### src/rtl/mem_sys_pkg.sv
// mem_sys_pkg: shared types and constants for the bit-serial memory arbiter.
// Holds the x/w address widths, bank count, arbiter state enum, the latched
// operation record and a saturating counter helper used by the optional
// statistics block.
package mem_sys_pkg;

    localparam int AW_X      = 10;
    localparam int AW_W      = 20;
    localparam int NUM_BANKS = 4;
    localparam int BANK_W    = 2;

    localparam logic TGT_X = 1'b0;
    localparam logic TGT_W = 1'b1;

    typedef enum logic [1:0] {
        IDLE  = 2'd0,
        ISSUE = 2'd1,
        RESP  = 2'd2
    } state_t;

    typedef struct packed {
        logic              we;
        logic              tgt;
        logic [BANK_W-1:0] bank;
        logic [AW_W-1:0]   addr;
        logic              wdata;
    } mem_op_t;

    // Increment a 16-bit counter when en is set, sticking at all-ones.
    function automatic logic [15:0] sat_inc16(input logic [15:0] v, input logic en);
        if (en && (v != 16'hFFFF)) begin
            return v + 16'd1;
        end else begin
            return v;
        end
    endfunction

endpackage

### src/rtl/mem_sys_arb_rr_arb2.sv
// rr_arb2: two-way round-robin grant with a one-bit priority pointer.
// Ports:
//   i_clk, i_rst : clock, synchronous active-low reset (pointer favours 0)
//   i_req[1:0]   : request vector, bit N = client N
//   i_en         : arbitration slot active; pointer may move only then
//   o_gnt[1:0]   : one-hot grant (combinational from i_req and pointer)
// The pointer flips only on a real conflict, so a lone requester never
// disturbs the fairness order of the other client.
module rr_arb2 (
    input  logic       i_clk,
    input  logic       i_rst,
    input  logic [1:0] i_req,
    input  logic       i_en,
    output logic [1:0] o_gnt
);

    logic r_ptr;   // 0: client 0 wins a conflict, 1: client 1 wins

    // Grant selection: lone requester wins, conflicts go to the pointer.
    always_comb begin
        o_gnt = 2'b00;
        if (i_req == 2'b11) begin
            o_gnt = r_ptr ? 2'b10 : 2'b01;
        end else begin
            o_gnt = i_req;
        end
    end

    // Pointer register: hand priority to the loser after each conflict.
    always_ff @(posedge i_clk) begin
        if (!i_rst) begin
            r_ptr <= 1'b0;
        end else if (i_en && (i_req == 2'b11)) begin
            r_ptr <= ~r_ptr;
        end else begin
            r_ptr <= r_ptr;
        end
    end

endmodule

### src/rtl/mem_sys_arb.sv
// mem_sys_arb: two-client arbiter/sequencer for the bit-serial memory system
// (4 x-banks of 1K bits, 4 w-banks of 1M bits). c0 is the loader, c1 the
// compute engine. Each op runs IDLE -> ISSUE -> RESP: strobe one cycle after
// the request is seen, ack one cycle later.
// Ports:
//   clk, rst                 : clock, synchronous active-low reset
//   cN_req/we/tgt/bank/addr/wdata : client N request fields (held until ack)
//   cN_ack, cN_rdata         : one-cycle completion pulse and read bit
//   m_read_rq_x/m_write_rq_x/m_read_rq_w/m_write_rq_w : memory strobes
//   m_rw_address_x, m_rw_address, m_sel_x, m_sel_w   : address / bank select
//   m_write_data, m_en       : write bit and bank enable
//   m_read_data_x, m_read_data_w : memory read data, sampled during ISSUE
// Optional feature, macro ARB_STATS_EN: adds stat_clr input and saturating
// stat_rd / stat_wr / stat_conflict counters.
module mem_sys_arb
    import mem_sys_pkg::*;
(
    input  logic              clk,
    input  logic              rst,
    input  logic              c0_req,
    input  logic              c0_we,
    input  logic              c0_tgt,
    input  logic [1:0]        c0_bank,
    input  logic [AW_W-1:0]   c0_addr,
    input  logic              c0_wdata,
    output logic              c0_ack,
    output logic              c0_rdata,
    input  logic              c1_req,
    input  logic              c1_we,
    input  logic              c1_tgt,
    input  logic [1:0]        c1_bank,
    input  logic [AW_W-1:0]   c1_addr,
    input  logic              c1_wdata,
    output logic              c1_ack,
    output logic              c1_rdata,
`ifdef ARB_STATS_EN
    input  logic              stat_clr,
    output logic [15:0]       stat_rd,
    output logic [15:0]       stat_wr,
    output logic [15:0]       stat_conflict,
`endif
    output logic              m_read_rq_x,
    output logic              m_write_rq_x,
    output logic              m_read_rq_w,
    output logic              m_write_rq_w,
    output logic [AW_X-1:0]   m_rw_address_x,
    output logic [AW_W-1:0]   m_rw_address,
    output logic              m_write_data,
    output logic [1:0]        m_sel_x,
    output logic [1:0]        m_sel_w,
    output logic              m_en,
    input  logic              m_read_data_x,
    input  logic              m_read_data_w
);

    state_t  r_state;
    state_t  w_next;
    mem_op_t r_op;
    mem_op_t w_op_sel;
    logic    r_gnt_c1;     // granted client of the op in flight
    logic [1:0] w_gnt;
    logic    w_idle;
    logic    w_take;
    logic    w_rd_bit;
    logic    w_unused_op;

    assign w_idle = (r_state == IDLE);
    assign w_take = w_idle && (w_gnt != 2'b00);

    rr_arb2 u_rr_arb2 (
        .i_clk (clk),
        .i_rst (rst),
        .i_req ({c1_req, c0_req}),
        .i_en  (w_idle),
        .o_gnt (w_gnt)
    );

    // Request fields of the client being granted this cycle.
    always_comb begin
        w_op_sel = '0;
        if (w_gnt[1]) begin
            w_op_sel = '{we: c1_we, tgt: c1_tgt, bank: c1_bank, addr: c1_addr, wdata: c1_wdata};
        end else begin
            w_op_sel = '{we: c0_we, tgt: c0_tgt, bank: c0_bank, addr: c0_addr, wdata: c0_wdata};
        end
    end

    // Read bit from whichever memory the op in flight targets.
    assign w_rd_bit = (r_op.tgt == TGT_W) ? m_read_data_w : m_read_data_x;

    // Bank/address copies live in the m_* registers, which hold per path.
    assign w_unused_op = ^{r_op.bank, r_op.addr};
    assign m_write_data = r_op.wdata;

    // Next-state logic for the three-phase op sequence.
    always_comb begin
        w_next = r_state;
        case (r_state)
            IDLE: begin
                if (w_take) begin
                    w_next = ISSUE;
                end else begin
                    w_next = IDLE;
                end
            end
            ISSUE:   w_next = RESP;
            RESP:    w_next = IDLE;
            default: w_next = IDLE;
        endcase
    end

    // State, op register and all registered memory/client outputs.
    always_ff @(posedge clk) begin
        if (!rst) begin
            r_state        <= IDLE;
            r_op           <= '0;
            r_gnt_c1       <= 1'b0;
            m_read_rq_x    <= 1'b0;
            m_write_rq_x   <= 1'b0;
            m_read_rq_w    <= 1'b0;
            m_write_rq_w   <= 1'b0;
            m_rw_address_x <= '0;
            m_rw_address   <= '0;
            m_sel_x        <= 2'b00;
            m_sel_w        <= 2'b00;
            m_en           <= 1'b0;
            c0_ack         <= 1'b0;
            c1_ack         <= 1'b0;
            c0_rdata       <= 1'b0;
            c1_rdata       <= 1'b0;
        end else begin
            r_state <= w_next;
            case (r_state)
                IDLE: begin
                    c0_ack   <= 1'b0;
                    c1_ack   <= 1'b0;
                    c0_rdata <= 1'b0;
                    c1_rdata <= 1'b0;
                    if (w_take) begin
                        r_op         <= w_op_sel;
                        r_gnt_c1     <= w_gnt[1];
                        m_en         <= 1'b1;
                        m_read_rq_x  <= ~w_op_sel.we & (w_op_sel.tgt == TGT_X);
                        m_write_rq_x <=  w_op_sel.we & (w_op_sel.tgt == TGT_X);
                        m_read_rq_w  <= ~w_op_sel.we & (w_op_sel.tgt == TGT_W);
                        m_write_rq_w <=  w_op_sel.we & (w_op_sel.tgt == TGT_W);
                        // Only the addressed path moves; the other holds.
                        if (w_op_sel.tgt == TGT_X) begin
                            m_sel_x        <= w_op_sel.bank;
                            m_rw_address_x <= w_op_sel.addr[AW_X-1:0];
                        end else begin
                            m_sel_w      <= w_op_sel.bank;
                            m_rw_address <= w_op_sel.addr;
                        end
                    end
                end
                ISSUE: begin
                    m_en         <= 1'b0;
                    m_read_rq_x  <= 1'b0;
                    m_write_rq_x <= 1'b0;
                    m_read_rq_w  <= 1'b0;
                    m_write_rq_w <= 1'b0;
                    c0_ack       <= ~r_gnt_c1;
                    c1_ack       <=  r_gnt_c1;
                    c0_rdata     <= ~r_gnt_c1 & ~r_op.we & w_rd_bit;
                    c1_rdata     <=  r_gnt_c1 & ~r_op.we & w_rd_bit;
                end
                RESP: begin
                    c0_ack   <= 1'b0;
                    c1_ack   <= 1'b0;
                    c0_rdata <= 1'b0;
                    c1_rdata <= 1'b0;
                end
                default: begin
                    m_en         <= 1'b0;
                    m_read_rq_x  <= 1'b0;
                    m_write_rq_x <= 1'b0;
                    m_read_rq_w  <= 1'b0;
                    m_write_rq_w <= 1'b0;
                    c0_ack       <= 1'b0;
                    c1_ack       <= 1'b0;
                end
            endcase
        end
    end

`ifdef ARB_STATS_EN
    // Saturating op and conflict counters with synchronous clear.
    always_ff @(posedge clk) begin
        if (!rst || stat_clr) begin
            stat_rd       <= 16'd0;
            stat_wr       <= 16'd0;
            stat_conflict <= 16'd0;
        end else begin
            stat_rd       <= sat_inc16(stat_rd, (r_state == RESP) && !r_op.we);
            stat_wr       <= sat_inc16(stat_wr, (r_state == RESP) &&  r_op.we);
            stat_conflict <= sat_inc16(stat_conflict, w_idle && c0_req && c1_req);
        end
    end
`endif

endmodule

### config.mk
export PLATFORM = sky130hd
export DESIGN_NAME = mem_sys_arb
export DESIGN_NICKNAME = d
export VERILOG_FILES = /design/src/rtl/mem_sys_pkg.sv /design/src/rtl/mem_sys_arb_rr_arb2.sv /design/src/rtl/mem_sys_arb.sv
export SDC_FILE = /design/constraint.sdc
export NUM_CORES = 1
export LEC_CHECK = 0
export CORE_ASPECT_RATIO = 1.75
export CORE_MARGIN = 2
export CORE_UTILIZATION = 37
export CTS_CLUSTER_DIAMETER = 120
export CTS_CLUSTER_SIZE = 30
export DETAILED_ROUTE_END_ITERATION = 8
export GPL_TIMING_DRIVEN = 0
export PLACE_DENSITY_LB_ADDON = 0.3
export SLEW_MARGIN = 20
export SYNTH_ARGS = -nofsm -noshare
export SYNTH_HDL_FRONTEND = slang
export SYNTH_HIERARCHICAL = 1
export SYNTH_SLANG_ARGS = --single-unit
### constraint.sdc
create_clock -name clk -period 2.1 [get_ports clk]
set_clock_uncertainty 0.1 [all_clocks]
set_input_delay 0.63 -clock clk [delete_from_list [all_inputs] [get_ports clk]]
set_output_delay 0.63 -clock clk [all_outputs]
set_load 0.02 [all_outputs]
## After elaboration in Yosys (flattened, before gate mapping)

Cells that the tools add are included.

| word-level totals | value |
|---|---|
| bits in registers | 50 |
| bits of input ports | 56 |
| output and inout port bits | 44 |
| logic and storage cells | 66 |

| operators by class | value |
|---|---|
| eq/ne operators | 4 |
| mux-type cells | 18 |
| bitwise logic cells | 14 |
| reductions and logical operators | 11 |

Operators by type and width:

| operator | number |
|---|---|
| $mux 25 | 1 |
| $pmux 1 s2 | 7 |
| $and 1x1->1 | 8 |
| $mux 1 | 7 |
| $not 1->1 | 6 |
| $reduce_and 2->1 | 3 |
| $reduce_and 3->1 | 2 |
| $eq 2x2->1 const B | 2 |
| $mux 2 | 2 |
| $pmux 2 s2 | 1 |
| $reduce_bool 2->1 | 2 |
| $eq 2x1->1 const B | 1 |
| $logic_and 1x1->1 | 2 |
| $logic_not 2->1 | 1 |
| $ne 2x2->1 const B | 1 |
| $reduce_or 2->1 | 1 |

## Depth between registers and ports, before layout

| logic depth | value |
|---|---|
| depth in word-level cells | 7 |
| mapped depth | 7 |
| gate-level depth less buffers | 5 |

## Hierarchy

Netlist, hierarchy kept.

Modules (own cells, without submodules):

| module | instances | cells each | area an instance (um^2) | sequential area each (um^2) |
|---|---|---|---|---|
| mem_sys_arb | 1 | 205 | 2113.3 | 980.9 |
| rr_arb2 | 1 | 8 | 63.8 | 20.0 |

## Least setup slack after synthesis

Ideal clock, no wire load.

| timing | value |
|---|---|
| path type | input port to flip-flop |
| start | input port c1_req |
| end | register m_rw_address[3] |
| setup time | 0.119 ns |
| data arrival time | 1.906 ns |
| required time | 1.881 ns |
| path slack | -0.024 ns |
| stages | 6 |
| path buffers | 2 |
| cells stage by stage | a21boi_0 -> buf_2 -> buf_2 -> mux2i_1 -> nand2_1 -> o221a_1 |

| between the ends | value |
|---|---|
| longest elaborated chain between the ends | 5 |
| elaborated cells between the ends (all ways) | 6 |
| classes of those cells | eq/ne (1); mux (2); reduce/logical (3) |

RTL lines:

| item | RTL line | RTL |
|---|---|---|
| start, declared | mem_sys_arb.sv:28 | `input logic c1_req,` |
| $eq 2x2->1 | mem_sys_arb_rr_arb2.sv:22 | `if (i_req == 2'b11) begin` |
| $mux 2 (*) | mem_sys_arb_rr_arb2.sv:22 |  |
| $reduce_bool 2->1 | mem_sys_arb.sv:68 | `assign w_take = w_idle && (w_gnt != 2'b00);` |
| $logic_and 1x1->1 | mem_sys_arb.sv:68 |  |
| $reduce_and 3->1 (no line) | - |  |
| end signal, assigned | mem_sys_arb.sv:153 | `m_rw_address <= w_op_sel.addr;` |
| end, declared | mem_sys_arb.sv:47 | `output logic [AW_W-1:0] m_rw_address,` |

Every way passes the cells marked *; elsewhere a longest branch is shown, timed or not.
A chain may end at the register's enable or synchronous reset.

## Worst setup path in the final report

| timing | value |
|---|---|
| start | register m_rw_address_x[7] |
| end | output port m_rw_address_x[7] |

RTL lines:

| item | RTL line | RTL |
|---|---|---|
| start, declared | mem_sys_arb.sv:46 | `output logic [AW_X-1:0] m_rw_address_x,` |
| start signal, assigned | mem_sys_arb.sv:150 | `m_rw_address_x <= w_op_sel.addr[AW_X-1:0];` |

No word-level cell between the ends.

==> impl_metrics.toml <==
[hold_path]
min_path_type = "flop to flop"
hold_depth = 1

[finish]
n_antenna_cell = 0
nets = 375
syn2layout_area_growth_pct = 57.8
stdcell_area_sq_um = 3440
fillers = 524
fin_cells = 398
final_util = 0.594
drive_above_1_share = 0.103
final_common_cell = "clkdlybuf4s50_1"
most-common-layout-cells = "clkdlybuf4s50_1 (97), dfxtp_1 (50), o221a_1 (34)"

[timing]
hold_ws_ns = 0.375
final-hold-violation-count = 0
tightestPinTransition_ns = 0.486
fmax_ghz = 0.496
setup_viol = 0
period_needed_ns = 2.02
fin_crit_sh = 0.960
relSlewSlack = 0.676
rsz0062_at_grt = "no"
final_max_slew_viol_count = 0

[setup_path]
crit_buf_inv = 1
cp_cell_sequence = "clkdlybuf4s50_1"
worstSetupPathDepth = 1
crit_family = "buffers and inverters"
end_kind = "output pin"
crit_type = "flop to output pin"
critPathLaunchType = "flop"
cp.required_ns = 1.37
r2r_cells = 7
max_stage_delay_ns = 0.64
cpMaxStageDelayCell = "clkdlybuf4s50_1"
path_max_fanout = 2
arrival_ns = 1.29

[logic_synthesis]
synth_top_family_by_area = "compound AO/OA/AOI/OAI gates"
syn_avg_cell_area_sq_um = 10.2
ys_seq_elements = 50
yosys.area_share.simple = 0.0897
synth_compound_area_frac = 0.301
syn_nets = 269
yosys_warnings = 6
netlist_instances = 213
synth-xor-area-share = 0
synthAdderAreaFrac = 0
synth_area_sq_um = 2180
muxShareOfSynthArea = 0.0736
synth.yosys.seq_area_share = 0.460
yosysUniqueCellTypes = 31

[route]
drtIter0Drc = 72
drt-vias-per-instance = 5.08
met1_length_um = 2450
antenna_left = 0
wire_per_inst_um = 15.9
met3_wirelength_um = 279
dr.max_layer_used = "met4"
drt-pass1-iter-count = 4
drc = 0
drt_wl_total_um = 6350
vias = 2023
wl_met2_um = 3520

[outcome]
status = "complete, no violations"

[power_and_ir_drop]
powerDensity_nw_per_um2 = 714
p_total_mw = 2.45
power.leakage_nw = 1.31
peakVddDrop_uv = 492

[clock_network]
clk_pin_slew_worst_paths_ns = 0.09
cts_tree = "done"
worstSkewPairLatency_ns = 0.30
clockBufferDepth = 2
postCtsHoldBufs = 0
clock_sinks = 50
cts_inserted_buffers = 5
root_buffer = "clkbuf_8"
htree_levels = 2

[global_routing]
antenna_found_initial = 0
grt_pass1_wl_um = 10100
grt_start_max_net_pins = 16
grt_pass1_vias = 2059
overflow = 0
track_usage = 0.204

[place]
dpl.cell_count = 390
hpwl_um = 4880
numPortBuffers = 99
dpl_cell_area_sq_um = 3270
finalWeightedCongestion = 0.762

[die]
die_y_um = 105
core_area_sq_um = 5790
num_io_pins = 100
floorplan.die.width_um = 62.0
dieArea_sq_um = 6540
start_util = 0.376
rows = 37

[job]
maxCapViolCount = 0
cells in the mapped netlist:
cell type | number | share of area
o41ai_1 | 1 | 0.0040
clkbuf_1 | 8 | 0.014
a211oi_1 | 2 | 0.0069
a21boi_0 | 2 | 0.0069
buf_6 | 3 | 0.016
inv_2 | 1 | 0.0017
nand2_1 | 15 | 0.026
o21ai_1 | 10 | 0.023
dfxtp_1 | 50 | 0.46
a21oi_2 | 1 | 0.0040
and2_1 | 2 | 0.0057
mux2i_1 | 16 | 0.074
o21a_1 | 11 | 0.038
a21oi_1 | 5 | 0.011
inv_1 | 14 | 0.024
buf_2 | 9 | 0.021
nor3_1 | 4 | 0.0092
nand3_1 | 4 | 0.0092
nand2b_1 | 2 | 0.0057
nor2_1 | 4 | 0.0069
nand3b_1 | 1 | 0.0034
or3_1 | 1 | 0.0029
or4_1 | 1 | 0.0034
or2_1 | 2 | 0.0057
a211oi_2 | 1 | 0.0057
o21a_4 | 1 | 0.0069
o221a_1 | 34 | 0.18
o2bb2ai_1 | 4 | 0.016
nor2b_1 | 2 | 0.0057
nor3b_2 | 1 | 0.0057
o21ai_0 | 1 | 0.0023
final timing paths:
| check | slack, ns | start | to |
|---|---|---|---|
| hold / removal | 0.38 | m_read_rq_x | m_read_rq_x |
| setup reg to reg | 0.26 | u_rr_arb2/r_ptr | m_rw_address_x[7] |
| hold reg to reg | 0.38 | m_read_rq_x | m_read_rq_x |
| setup / recovery | 0.08 | m_rw_address_x[7] | m_rw_address_x[7] |
registers in the layout, summed over array words and instances, names as in the netlist, 2 cells and up:
| register | flops |
|---|---|
| m_rw_address | 20 |
| m_rw_address_x | 10 |
| m_sel_w | 2 |
| m_sel_x | 2 |
| r_op | 2 |
| r_state | 2 |
report_power, final:
group          leakage [nW]  switching (mW)  internal, mW  total (mW)
clock network        0.0544           0.324         0.302       0.626
registers             0.411          0.0555          1.04        1.09
logic                 0.848           0.349         0.384       0.733
layer usage:
metal	GRT usage	vias to the layer above
li1	-	1003
met2	0.366	57
met1	0.233	955
met3	0.0294	8
met4	0.0684	0
met5	0	-
layout make-up:
cell class	count	area (sq um)	area share
sequential	50	1000	0.291
clock inverter	1	8.76	0.00255
clock buffer	7	96.3	0.0280
tap	78	97.6	0.0284
multi-input combinational	128	1040	0.304
timing repair buffer	100	996	0.290
inverter	15	56.3	0.0164
buffer	19	136	0.0397
kinds of logic (layout without fill, tap and decap cells):
kind of cell    Yosys count  in the layout
buf+inv                  35            142
compound gates           73             73
flops                    50             50
simple gates             39             39
mux                      16             16
through the flow:
| step | setup slack (ns) | TNS (ns) |
|---|---|---|
| final | 0.0833 | 0 |
| after global routing | 0.0194 | 0 |
| after CTS | 0.0726 | 0 |
| after detailed placement | -0.802 | -27.98 |
| after global placement | -0.769 | -26.14 |
| after floorplan | 0.0254 | 0 |
repair_timing:
item	CTS	global route
setup buffers	1	0
setup endpoints to repair	44	1
resized for setup	22	1
pin swaps	1	0
(Power assumes the default switching activity.)
